$ cat src/rtl/mem_access_ctrl_pkg.sv
`default_nettype none
// ============================================================================
// Module      : mem_ctrl_pkg
// Description : Shared types and lane helpers for the mem_access_ctrl block.
// Revision    : 1.0 - initial release
// ============================================================================
package mem_ctrl_pkg;

  typedef enum logic [1:0] {
    BYTE    = 2'd0,
    HALF    = 2'd1,
    WORD    = 2'd2,
    ILLEGAL = 2'd3
  } mem_size_t;

  typedef enum logic [1:0] {
    IDLE = 2'd0,
    BUS  = 2'd1,
    RESP = 2'd2,
    ERR  = 2'd3
  } mem_state_t;

  function automatic logic is_illegal(input mem_size_t size, input logic [1:0] lo);
    case (size)
      BYTE:    return 1'b0;
      HALF:    return lo[0];
      WORD:    return |lo;
      default: return 1'b1;
    endcase
  endfunction

  function automatic logic [3:0] lane_enables(input mem_size_t size, input logic [1:0] lo);
    case (size)
      BYTE:    return 4'b0001 << lo;
      HALF:    return 4'b0011 << lo;
      WORD:    return 4'b1111;
      default: return 4'b0000;
    endcase
  endfunction

  function automatic logic [31:0] lane_wdata(input mem_size_t size, input logic [31:0] data);
    case (size)
      BYTE:    return {4{data[7:0]}};
      HALF:    return {2{data[15:0]}};
      default: return data;
    endcase
  endfunction

endpackage
`default_nettype wire

$ cat src/rtl/mem_access_ctrl_if.sv
`default_nettype none
// ============================================================================
// Module      : mem_access_ctrl_if
// Description : Core request/response and Avalon-MM signals of mem_access_ctrl.
// Revision    : 1.0 - initial release
// ============================================================================
interface mem_access_ctrl_if;
  logic        req_valid;
  logic        req_write;
  logic [31:0] req_addr;
  logic [1:0]  req_size;
  logic        req_signed;
  logic [31:0] req_wdata;
  logic        req_ready;
  logic        rsp_valid;
  logic        rsp_err;
  logic [31:0] rsp_rdata;
  logic        busy;
  logic [31:0] address;
  logic        read;
  logic        write;
  logic [3:0]  byteenable;
  logic [31:0] writedata;
  logic [31:0] readdata;
  logic        waitrequest;

  // master: the controller itself (Avalon master, request target)
  modport master (
    input  req_valid, req_write, req_addr, req_size, req_signed, req_wdata,
    input  readdata, waitrequest,
    output req_ready, rsp_valid, rsp_err, rsp_rdata, busy,
    output address, read, write, byteenable, writedata
  );

  modport slave (
    output req_valid, req_write, req_addr, req_size, req_signed, req_wdata,
    output readdata, waitrequest,
    input  req_ready, rsp_valid, rsp_err, rsp_rdata, busy,
    input  address, read, write, byteenable, writedata
  );
endinterface
`default_nettype wire

$ cat src/rtl/mem_access_ctrl_load_extract.sv
`default_nettype none
// ============================================================================
// Module      : load_extract
// Description : Selects the addressed lane(s) of readdata and extends to 32 bits.
// Revision    : 1.0 - initial release
// ============================================================================
module load_extract
  import mem_ctrl_pkg::*;
(
  input  logic [31:0] i_rdata,
  input  logic [1:0]  i_lo,
  input  mem_size_t   i_size,
  input  logic        i_signed,
  output logic [31:0] o_data
);
  logic [7:0]  w_byte;
  logic [15:0] w_half;

  always_comb begin
    w_byte = i_rdata[{i_lo, 3'b000} +: 8];
    w_half = i_lo[1] ? i_rdata[31:16] : i_rdata[15:0];
    case (i_size)
      BYTE:    o_data = {{24{i_signed & w_byte[7]}}, w_byte};
      HALF:    o_data = {{16{i_signed & w_half[15]}}, w_half};
      default: o_data = i_rdata;
    endcase
  end
endmodule
`default_nettype wire

$ cat src/rtl/mem_access_ctrl.sv
`default_nettype none
// ============================================================================
// Module      : mem_access_ctrl
// Description : Avalon-MM master front end; one fetch/load/store at a time.
//               Define MEM_TIMEOUT_EN to abort stalled transfers after
//               TIMEOUT_CYCLES waitrequest cycles.
// Revision    : 1.0 - initial release
// ============================================================================
module mem_access_ctrl
  import mem_ctrl_pkg::*;
#(
  parameter int TIMEOUT_CYCLES = 255
) (
  input  logic              clk,
  input  logic              reset,
  mem_access_ctrl_if.master bus
);
  mem_state_t  r_state, w_state_nxt;
  logic        r_write, w_write_nxt;
  logic [1:0]  r_lo, w_lo_nxt;
  mem_size_t   r_size, w_size_nxt;
  logic        r_signed, w_signed_nxt;
  logic [31:0] r_address, w_address_nxt;
  logic [3:0]  r_be, w_be_nxt;
  logic [31:0] r_wdata, w_wdata_nxt;
  logic        r_read, w_read_nxt;
  logic        r_wr, w_wr_nxt;
  logic        r_rsp_valid, w_rsp_valid_nxt;
  logic        r_rsp_err, w_rsp_err_nxt;
  logic [31:0] r_rsp_rdata, w_rsp_rdata_nxt;
  logic        r_req_ready, w_req_ready_nxt;
  logic        r_busy, w_busy_nxt;
  mem_size_t   w_req_size;
  logic [31:0] w_ext;
  logic        w_timeout;

  assign w_req_size = mem_size_t'(bus.req_size);

  load_extract u_load_extract (
    .i_rdata  (bus.readdata),
    .i_lo     (r_lo),
    .i_size   (r_size),
    .i_signed (r_signed),
    .o_data   (w_ext)
  );

`ifdef MEM_TIMEOUT_EN
  localparam int CNT_W = $clog2(TIMEOUT_CYCLES + 1);
  logic [CNT_W-1:0] r_to_cnt;

  // Held at zero outside BUS, so every bus transfer starts a fresh count.
  always_ff @(posedge clk) begin
    if (reset || r_state != BUS) r_to_cnt <= '0;
    else if (bus.waitrequest)    r_to_cnt <= r_to_cnt + 1'b1;
  end
  assign w_timeout = (r_state == BUS) && bus.waitrequest &&
                     (r_to_cnt == CNT_W'(TIMEOUT_CYCLES - 1));
`else
  assign w_timeout = 1'b0;
`endif

  always_ff @(posedge clk) begin
    if (reset) begin
      r_state     <= IDLE;
      r_write     <= 1'b0;
      r_lo        <= 2'd0;
      r_size      <= BYTE;
      r_signed    <= 1'b0;
      r_address   <= '0;
      r_be        <= '0;
      r_wdata     <= '0;
      r_read      <= 1'b0;
      r_wr        <= 1'b0;
      r_rsp_valid <= 1'b0;
      r_rsp_err   <= 1'b0;
      r_rsp_rdata <= '0;
      r_req_ready <= 1'b1;
      r_busy      <= 1'b0;
    end else begin
      r_state     <= w_state_nxt;
      r_write     <= w_write_nxt;
      r_lo        <= w_lo_nxt;
      r_size      <= w_size_nxt;
      r_signed    <= w_signed_nxt;
      r_address   <= w_address_nxt;
      r_be        <= w_be_nxt;
      r_wdata     <= w_wdata_nxt;
      r_read      <= w_read_nxt;
      r_wr        <= w_wr_nxt;
      r_rsp_valid <= w_rsp_valid_nxt;
      r_rsp_err   <= w_rsp_err_nxt;
      r_rsp_rdata <= w_rsp_rdata_nxt;
      r_req_ready <= w_req_ready_nxt;
      r_busy      <= w_busy_nxt;
    end
  end

  // Every output is a flop, so each transition computes the values the
  // outputs take in the state being entered.
  always_comb begin
    w_state_nxt     = r_state;
    w_write_nxt     = r_write;
    w_lo_nxt        = r_lo;
    w_size_nxt      = r_size;
    w_signed_nxt    = r_signed;
    w_address_nxt   = r_address;
    w_be_nxt        = r_be;
    w_wdata_nxt     = r_wdata;
    w_read_nxt      = r_read;
    w_wr_nxt        = r_wr;
    w_rsp_valid_nxt = r_rsp_valid;
    w_rsp_err_nxt   = r_rsp_err;
    w_rsp_rdata_nxt = r_rsp_rdata;
    w_req_ready_nxt = r_req_ready;
    w_busy_nxt      = r_busy;
    case (r_state)
      IDLE: begin
        if (bus.req_valid) begin
          w_write_nxt     = bus.req_write;
          w_lo_nxt        = bus.req_addr[1:0];
          w_size_nxt      = w_req_size;
          w_signed_nxt    = bus.req_signed;
          w_req_ready_nxt = 1'b0;
          w_busy_nxt      = 1'b1;
          if (is_illegal(w_req_size, bus.req_addr[1:0])) begin
            w_state_nxt     = ERR;
            w_rsp_valid_nxt = 1'b1;
            w_rsp_err_nxt   = 1'b1;
            w_rsp_rdata_nxt = '0;
          end else begin
            w_state_nxt   = BUS;
            w_read_nxt    = ~bus.req_write;
            w_wr_nxt      = bus.req_write;
            w_address_nxt = {bus.req_addr[31:2], 2'b00};
            w_be_nxt      = lane_enables(w_req_size, bus.req_addr[1:0]);
            w_wdata_nxt   = lane_wdata(w_req_size, bus.req_wdata);
          end
        end
      end
      BUS: begin
        if (!bus.waitrequest) begin
          w_state_nxt     = RESP;
          w_read_nxt      = 1'b0;
          w_wr_nxt        = 1'b0;
          w_rsp_valid_nxt = 1'b1;
          w_rsp_err_nxt   = 1'b0;
          w_rsp_rdata_nxt = r_write ? 32'd0 : w_ext;
        end else if (w_timeout) begin
          w_state_nxt     = ERR;
          w_read_nxt      = 1'b0;
          w_wr_nxt        = 1'b0;
          w_rsp_valid_nxt = 1'b1;
          w_rsp_err_nxt   = 1'b1;
          w_rsp_rdata_nxt = '0;
        end
      end
      default: begin
        w_state_nxt     = IDLE;
        w_rsp_valid_nxt = 1'b0;
        w_rsp_err_nxt   = 1'b0;
        w_req_ready_nxt = 1'b1;
        w_busy_nxt      = 1'b0;
      end
    endcase
  end

  assign bus.req_ready  = r_req_ready;
  assign bus.busy       = r_busy;
  assign bus.rsp_valid  = r_rsp_valid;
  assign bus.rsp_err    = r_rsp_err;
  assign bus.rsp_rdata  = r_rsp_rdata;
  assign bus.address    = r_address;
  assign bus.read       = r_read;
  assign bus.write      = r_wr;
  assign bus.byteenable = r_be;
  assign bus.writedata  = r_wdata;
endmodule
`default_nettype wire

$ cat src/flat_wrapper.sv
// flat-port wrapper written by rule: the top's interface ports become plain ports
module mem_access_ctrl_flat import mem_ctrl_pkg::*;
#(
  parameter int TIMEOUT_CYCLES = 255
)
  (clk, reset, bus_req_valid, bus_req_write, bus_req_addr, bus_req_size, bus_req_signed, bus_req_wdata, bus_readdata, bus_waitrequest, bus_req_ready, bus_rsp_valid, bus_rsp_err, bus_rsp_rdata, bus_busy, bus_address, bus_read, bus_write, bus_byteenable, bus_writedata);
  mem_access_ctrl_if bus_i ();
  input  logic clk;
  input  logic reset;
  input wire logic [$bits(bus_i.req_valid)-1:0] bus_req_valid;
  input wire logic [$bits(bus_i.req_write)-1:0] bus_req_write;
  input wire logic [$bits(bus_i.req_addr)-1:0] bus_req_addr;
  input wire logic [$bits(bus_i.req_size)-1:0] bus_req_size;
  input wire logic [$bits(bus_i.req_signed)-1:0] bus_req_signed;
  input wire logic [$bits(bus_i.req_wdata)-1:0] bus_req_wdata;
  input wire logic [$bits(bus_i.readdata)-1:0] bus_readdata;
  input wire logic [$bits(bus_i.waitrequest)-1:0] bus_waitrequest;
  output wire logic [$bits(bus_i.req_ready)-1:0] bus_req_ready;
  output wire logic [$bits(bus_i.rsp_valid)-1:0] bus_rsp_valid;
  output wire logic [$bits(bus_i.rsp_err)-1:0] bus_rsp_err;
  output wire logic [$bits(bus_i.rsp_rdata)-1:0] bus_rsp_rdata;
  output wire logic [$bits(bus_i.busy)-1:0] bus_busy;
  output wire logic [$bits(bus_i.address)-1:0] bus_address;
  output wire logic [$bits(bus_i.read)-1:0] bus_read;
  output wire logic [$bits(bus_i.write)-1:0] bus_write;
  output wire logic [$bits(bus_i.byteenable)-1:0] bus_byteenable;
  output wire logic [$bits(bus_i.writedata)-1:0] bus_writedata;
  assign bus_i.req_valid = bus_req_valid;
  assign bus_i.req_write = bus_req_write;
  assign bus_i.req_addr = bus_req_addr;
  assign bus_i.req_size = bus_req_size;
  assign bus_i.req_signed = bus_req_signed;
  assign bus_i.req_wdata = bus_req_wdata;
  assign bus_i.readdata = bus_readdata;
  assign bus_i.waitrequest = bus_waitrequest;
  assign bus_req_ready = bus_i.req_ready;
  assign bus_rsp_valid = bus_i.rsp_valid;
  assign bus_rsp_err = bus_i.rsp_err;
  assign bus_rsp_rdata = bus_i.rsp_rdata;
  assign bus_busy = bus_i.busy;
  assign bus_address = bus_i.address;
  assign bus_read = bus_i.read;
  assign bus_write = bus_i.write;
  assign bus_byteenable = bus_i.byteenable;
  assign bus_writedata = bus_i.writedata;
  mem_access_ctrl #(.TIMEOUT_CYCLES(TIMEOUT_CYCLES)) u_core (.clk(clk), .reset(reset), .bus(bus_i));
endmodule
$ cat config.mk
export PLATFORM = sky130hd
export DESIGN_NAME = mem_access_ctrl_flat
export DESIGN_NICKNAME = d
export VERILOG_FILES = /design/src/rtl/mem_access_ctrl_pkg.sv /design/src/rtl/mem_access_ctrl_if.sv /design/src/rtl/mem_access_ctrl_load_extract.sv /design/src/rtl/mem_access_ctrl.sv /design/src/flat_wrapper.sv
export SDC_FILE = /design/constraint.sdc
export NUM_CORES = 1
export LEC_CHECK = 0
export CAP_MARGIN = 20
export CORE_ASPECT_RATIO = 0.6
export CORE_MARGIN = 2
export CORE_UTILIZATION = 43
export DETAILED_ROUTE_END_ITERATION = 7
export PLACE_DENSITY = 0.81
export SLEW_MARGIN = 40
export SYNTH_ARGS = -nofsm -noshare
export SYNTH_HDL_FRONTEND = slang
export SYNTH_SLANG_ARGS = --single-unit
$ cat constraint.sdc
create_clock -name clk -period 2 [get_ports clk]
set_input_delay 0.3 -clock clk [delete_from_list [all_inputs] [get_ports clk]]
set_output_delay 0.3 -clock clk [all_outputs]
set_load 0.05 [all_outputs]
==> results.yml, run 1 <==
placed_design:
  gp_congestion: 0.9392
  hpwl_mm: 12.18
  portBuffers: 207
  dpl_worst_slack_ns: -0.08014
worst_setup_path:
  worstSetupEndpointType: "register"
  r2r-start: "u_core.r_lo[1]$_SDFFE_PP0P_"
  cp.arrival_ns: 2.10
  reg2reg_setup_slack_ns: 0.13
  cp-startpoint: "u_core.r_lo[1]$_SDFFE_PP0P_"
  start_kind: "register"
  path_cells: "buf_4 -> clkinv_1 -> a211o_1 -> a21oi_1 -> o21ai_1"
  slowest_delay_ns: 0.37
  r2r_cells: 5
  crit_fanout: 18
  reg2reg_to: "u_core.bus.rsp_rdata[4]$_SDFFE_PP0P_"
  cp_slowest_cell: "dfxtp_1"
  timing_worst_setup_path_type: "reg -> reg"
  cp.required_ns: 2.22
clock_tree:
  cts_tree: "yes"
  post-cts-setup-buffers: 0
  cts_hold_buf: 0
  cts_htree_levels: 3
  cts_sinks: 112
  cts_resized: 0
  clkTransAtPathRegs_ns: 0.07
  clockBufferDepth: 2
  clock_latency_ns: 0.35
  cts_root_buf: "clkbuf_16"
  cts_inserted_buffers: 9
die:
  die_area_um2: 12630
  die_y_um: 87.84
  die-width_um: 143.7
  start_util_pct: 44.29
  core_area_um2: 11370
  num_rows: 30
  io-pin-count: 210
synthesis:
  synth_common_cells: "nand2_1, dfxtp_1, a21oi_1"
  yosys_warnings: 0
  syn_area_um2: 5037
  synth_edf_count: 0
  ys_seq_area_share_pct: 44.51
  synth_area_leaders: "dfxtp_1, nand2_1, a21oi_1"
  synth_top_area_cell: "dfxtp_1"
  synth.avg_cell_area_um2: 8.285
  synth_flop_cell: "dfxtp_1"
  async_flop_share_pct: 0
  ys_ff_latch: 112
  synth_top_area_share_pct: 44.51
  synth_cell_types: 46
  synth.most_common_cell: "nand2_1"
  synthCells: 608
detailed_routing:
  detail-route-antenna-nets: 0
  firstDrtPassIters: 5
  drc: 0
  via_per_inst: 5.275
  wl_per_cell_um: 16.34
  drt-initial-drc-count: 477
  vias: 5154
  drt-total-wl_mm: 15.97
timing:
  skew_ns: 0.007414
  hold_violations: 0
  fin_crit_sh_pct: 93.68
  worst_slew_pin_slew_ns: 0.6767
  slew_viol_final: 0
  rsz0062_at_grt: "no"
  hold_ws_ns: 0.3260
  min_period_ns: 1.874
  layout_setup_ws_ns: 0.1265
  setup_viol: 0
  finalSetupTns_ns: 0
  relSlewSlack_pct: 54.68
  fmax_mhz: 533.8
layout:
  final_util_pct: 67.43
  fill_cells: 902
  area_delta_synth_final_pct: 52.24
  fin_nets: 916
  num_antenna_cells: 0
  drive_gt1_share_pct: 9.914
hold_path:
  hold_class: "in -> reg"
  min_to: "u_core.r_lo[1]$_SDFFE_PP0P_"
  hold_depth: 2
  hold_start: "reset"
outcome:
  outcome: "complete, no violations"
global_routing:
  grt_pass1_wl_mm: 24.76
  grt_pass1_vias: 5048
  antenna_found_initial: 0
  overflow: 0
  grt_util_all_layers_pct: 24.75
  grt_max_degree: 56
run:
  cap_violations: 0
power:
  power.total_uw: 5610
  p_leak_uw: 0.002762
  cellPowerDensity_nw_per_um2: 731.6
  ir_drop_mv: 0.5376
## routing by layer
| metal | global-route usage, % | up-vias | share of wire [%] |
|---|---|---|---|
| met5 | 0 | - | 0 |
| met4 | 7.130 | 0 | 2.1 |
| met3 | 8.092 | 35 | 8.7 |
| met2 | 40.78 | 231 | 45 |
| met1 | 31.42 | 2379 | 44 |
| li1 | - | 2509 | - |
## sequential cells by signal, summed over array words and instances, names as in the netlist
name and flops:
u_core.bus.rsp_rdata 32, u_core.bus.writedata 32, u_core.bus.address 30, u_core.bus.byteenable 4, u_core.r_lo 2, u_core.r_size 2, u_core.r_state 2, u_core.bus.busy 1
u_core.bus.read 1, u_core.bus.req_ready 1, u_core.bus.rsp_err 1, u_core.bus.rsp_valid 1, u_core.bus.write 1, u_core.r_signed 1, u_core.r_write 1
## cell families (layout without fill, tap and decap cells)
group | after synthesis | after routing | synth area share (%)
multiplexers | 28 | 28 | 5.812
AND/OR/NAND/NOR | 220 | 220 | 19.37
other | 1 | 2 | 0.07444
buffers and inverters | 58 | 266 | 6.110
flip-flops | 112 | 112 | 44.51
AO/OA/AOI/OAI | 189 | 189 | 24.12
## final cells by class
class / count / area, um2 / share of cell area (%)
multi-input combinational: 439 / 2512 / 32.76
clock buffer: 9 / 225.2 / 2.937
tap: 160 / 200.2 / 2.611
sequential: 112 / 2242 / 29.24
inverter: 6 / 22.52 / 0.2937
timing repair buffer: 244 / 2400 / 31.29
clock inverter: 7 / 66.31 / 0.8647
## layout by cell type, fill, tap and decap left out, drive strengths merged, types with 2 or more instances in the layout
cell and instances:
nor3 8, nor3b 2, o21ai 62, clkbuf 9, o211ai 2, mux2i 27, nand2 145, a21boi 3
dfxtp 112, clkdlybuf4s50 203, a31oi 3, a21oi 82, nor2b 6, buf 41, a32o 7, and3b 9
or3 8, nand2b 10, conb 2, a211o 7, a311oi 9, clkinv 5, nor2 29, a211oi 8
inv 7
## worst max-delay path by stage
stage | end | slack, ns | depth (start not counted)
finish | u_core.bus.rsp_rdata[4]$_SDFFE_PP0P_ | 0.13 | 5
detailed placement | u_core.bus.writedata[4]$_SDFFE_PP0P_ | -0.08 | 7
global route | u_core.bus.rsp_rdata[4]$_SDFFE_PP0P_ | 0.008 | 5
CTS | bus_rsp_err | 0.14 | 1
floorplan | u_core.bus.rsp_rdata[10]$_SDFFE_PP0P_ | 0.32 | 5
global placement | u_core.bus.rsp_rdata[10]$_SDFFE_PP0P_ | -0.02 | 5
## critical path, delay by kind of cell (launching register included)
family / cells / cell delay (ns)
AOI/OAI and AO/OA: 3 / 0.78
buffers and inverters: 2 / 0.61
DFF: 1 / 0.37
## stage by stage
step	cell area, um2	cells
2_1_floorplan	5041	609
3_3_place_gp	7375	961
3_5_place_dp	7377	961
4_1_cts	7669	977
5_1_grt	7669	977
6_report	7669	977
## report_power, final
| group | internal (uW) | switching [uW] | leakage (uW) |
|---|---|---|---|
| Sequential | 2340 | 70.0 | 0.000912 |
| Combinational | 594 | 860 | 0.00171 |
| Clock | 873 | 871 | 0.000141 |
| Total | 3810 | 1800 | 0.00276 |
Note: power is estimated with default switching activity, not from simulation.
==> inputs of run 2 (changes only) <==
- CAP_MARGIN: 20 -> 10
==> results of run 2 <==
No change in the layout: final DEF, timing and power equal those of run 1.
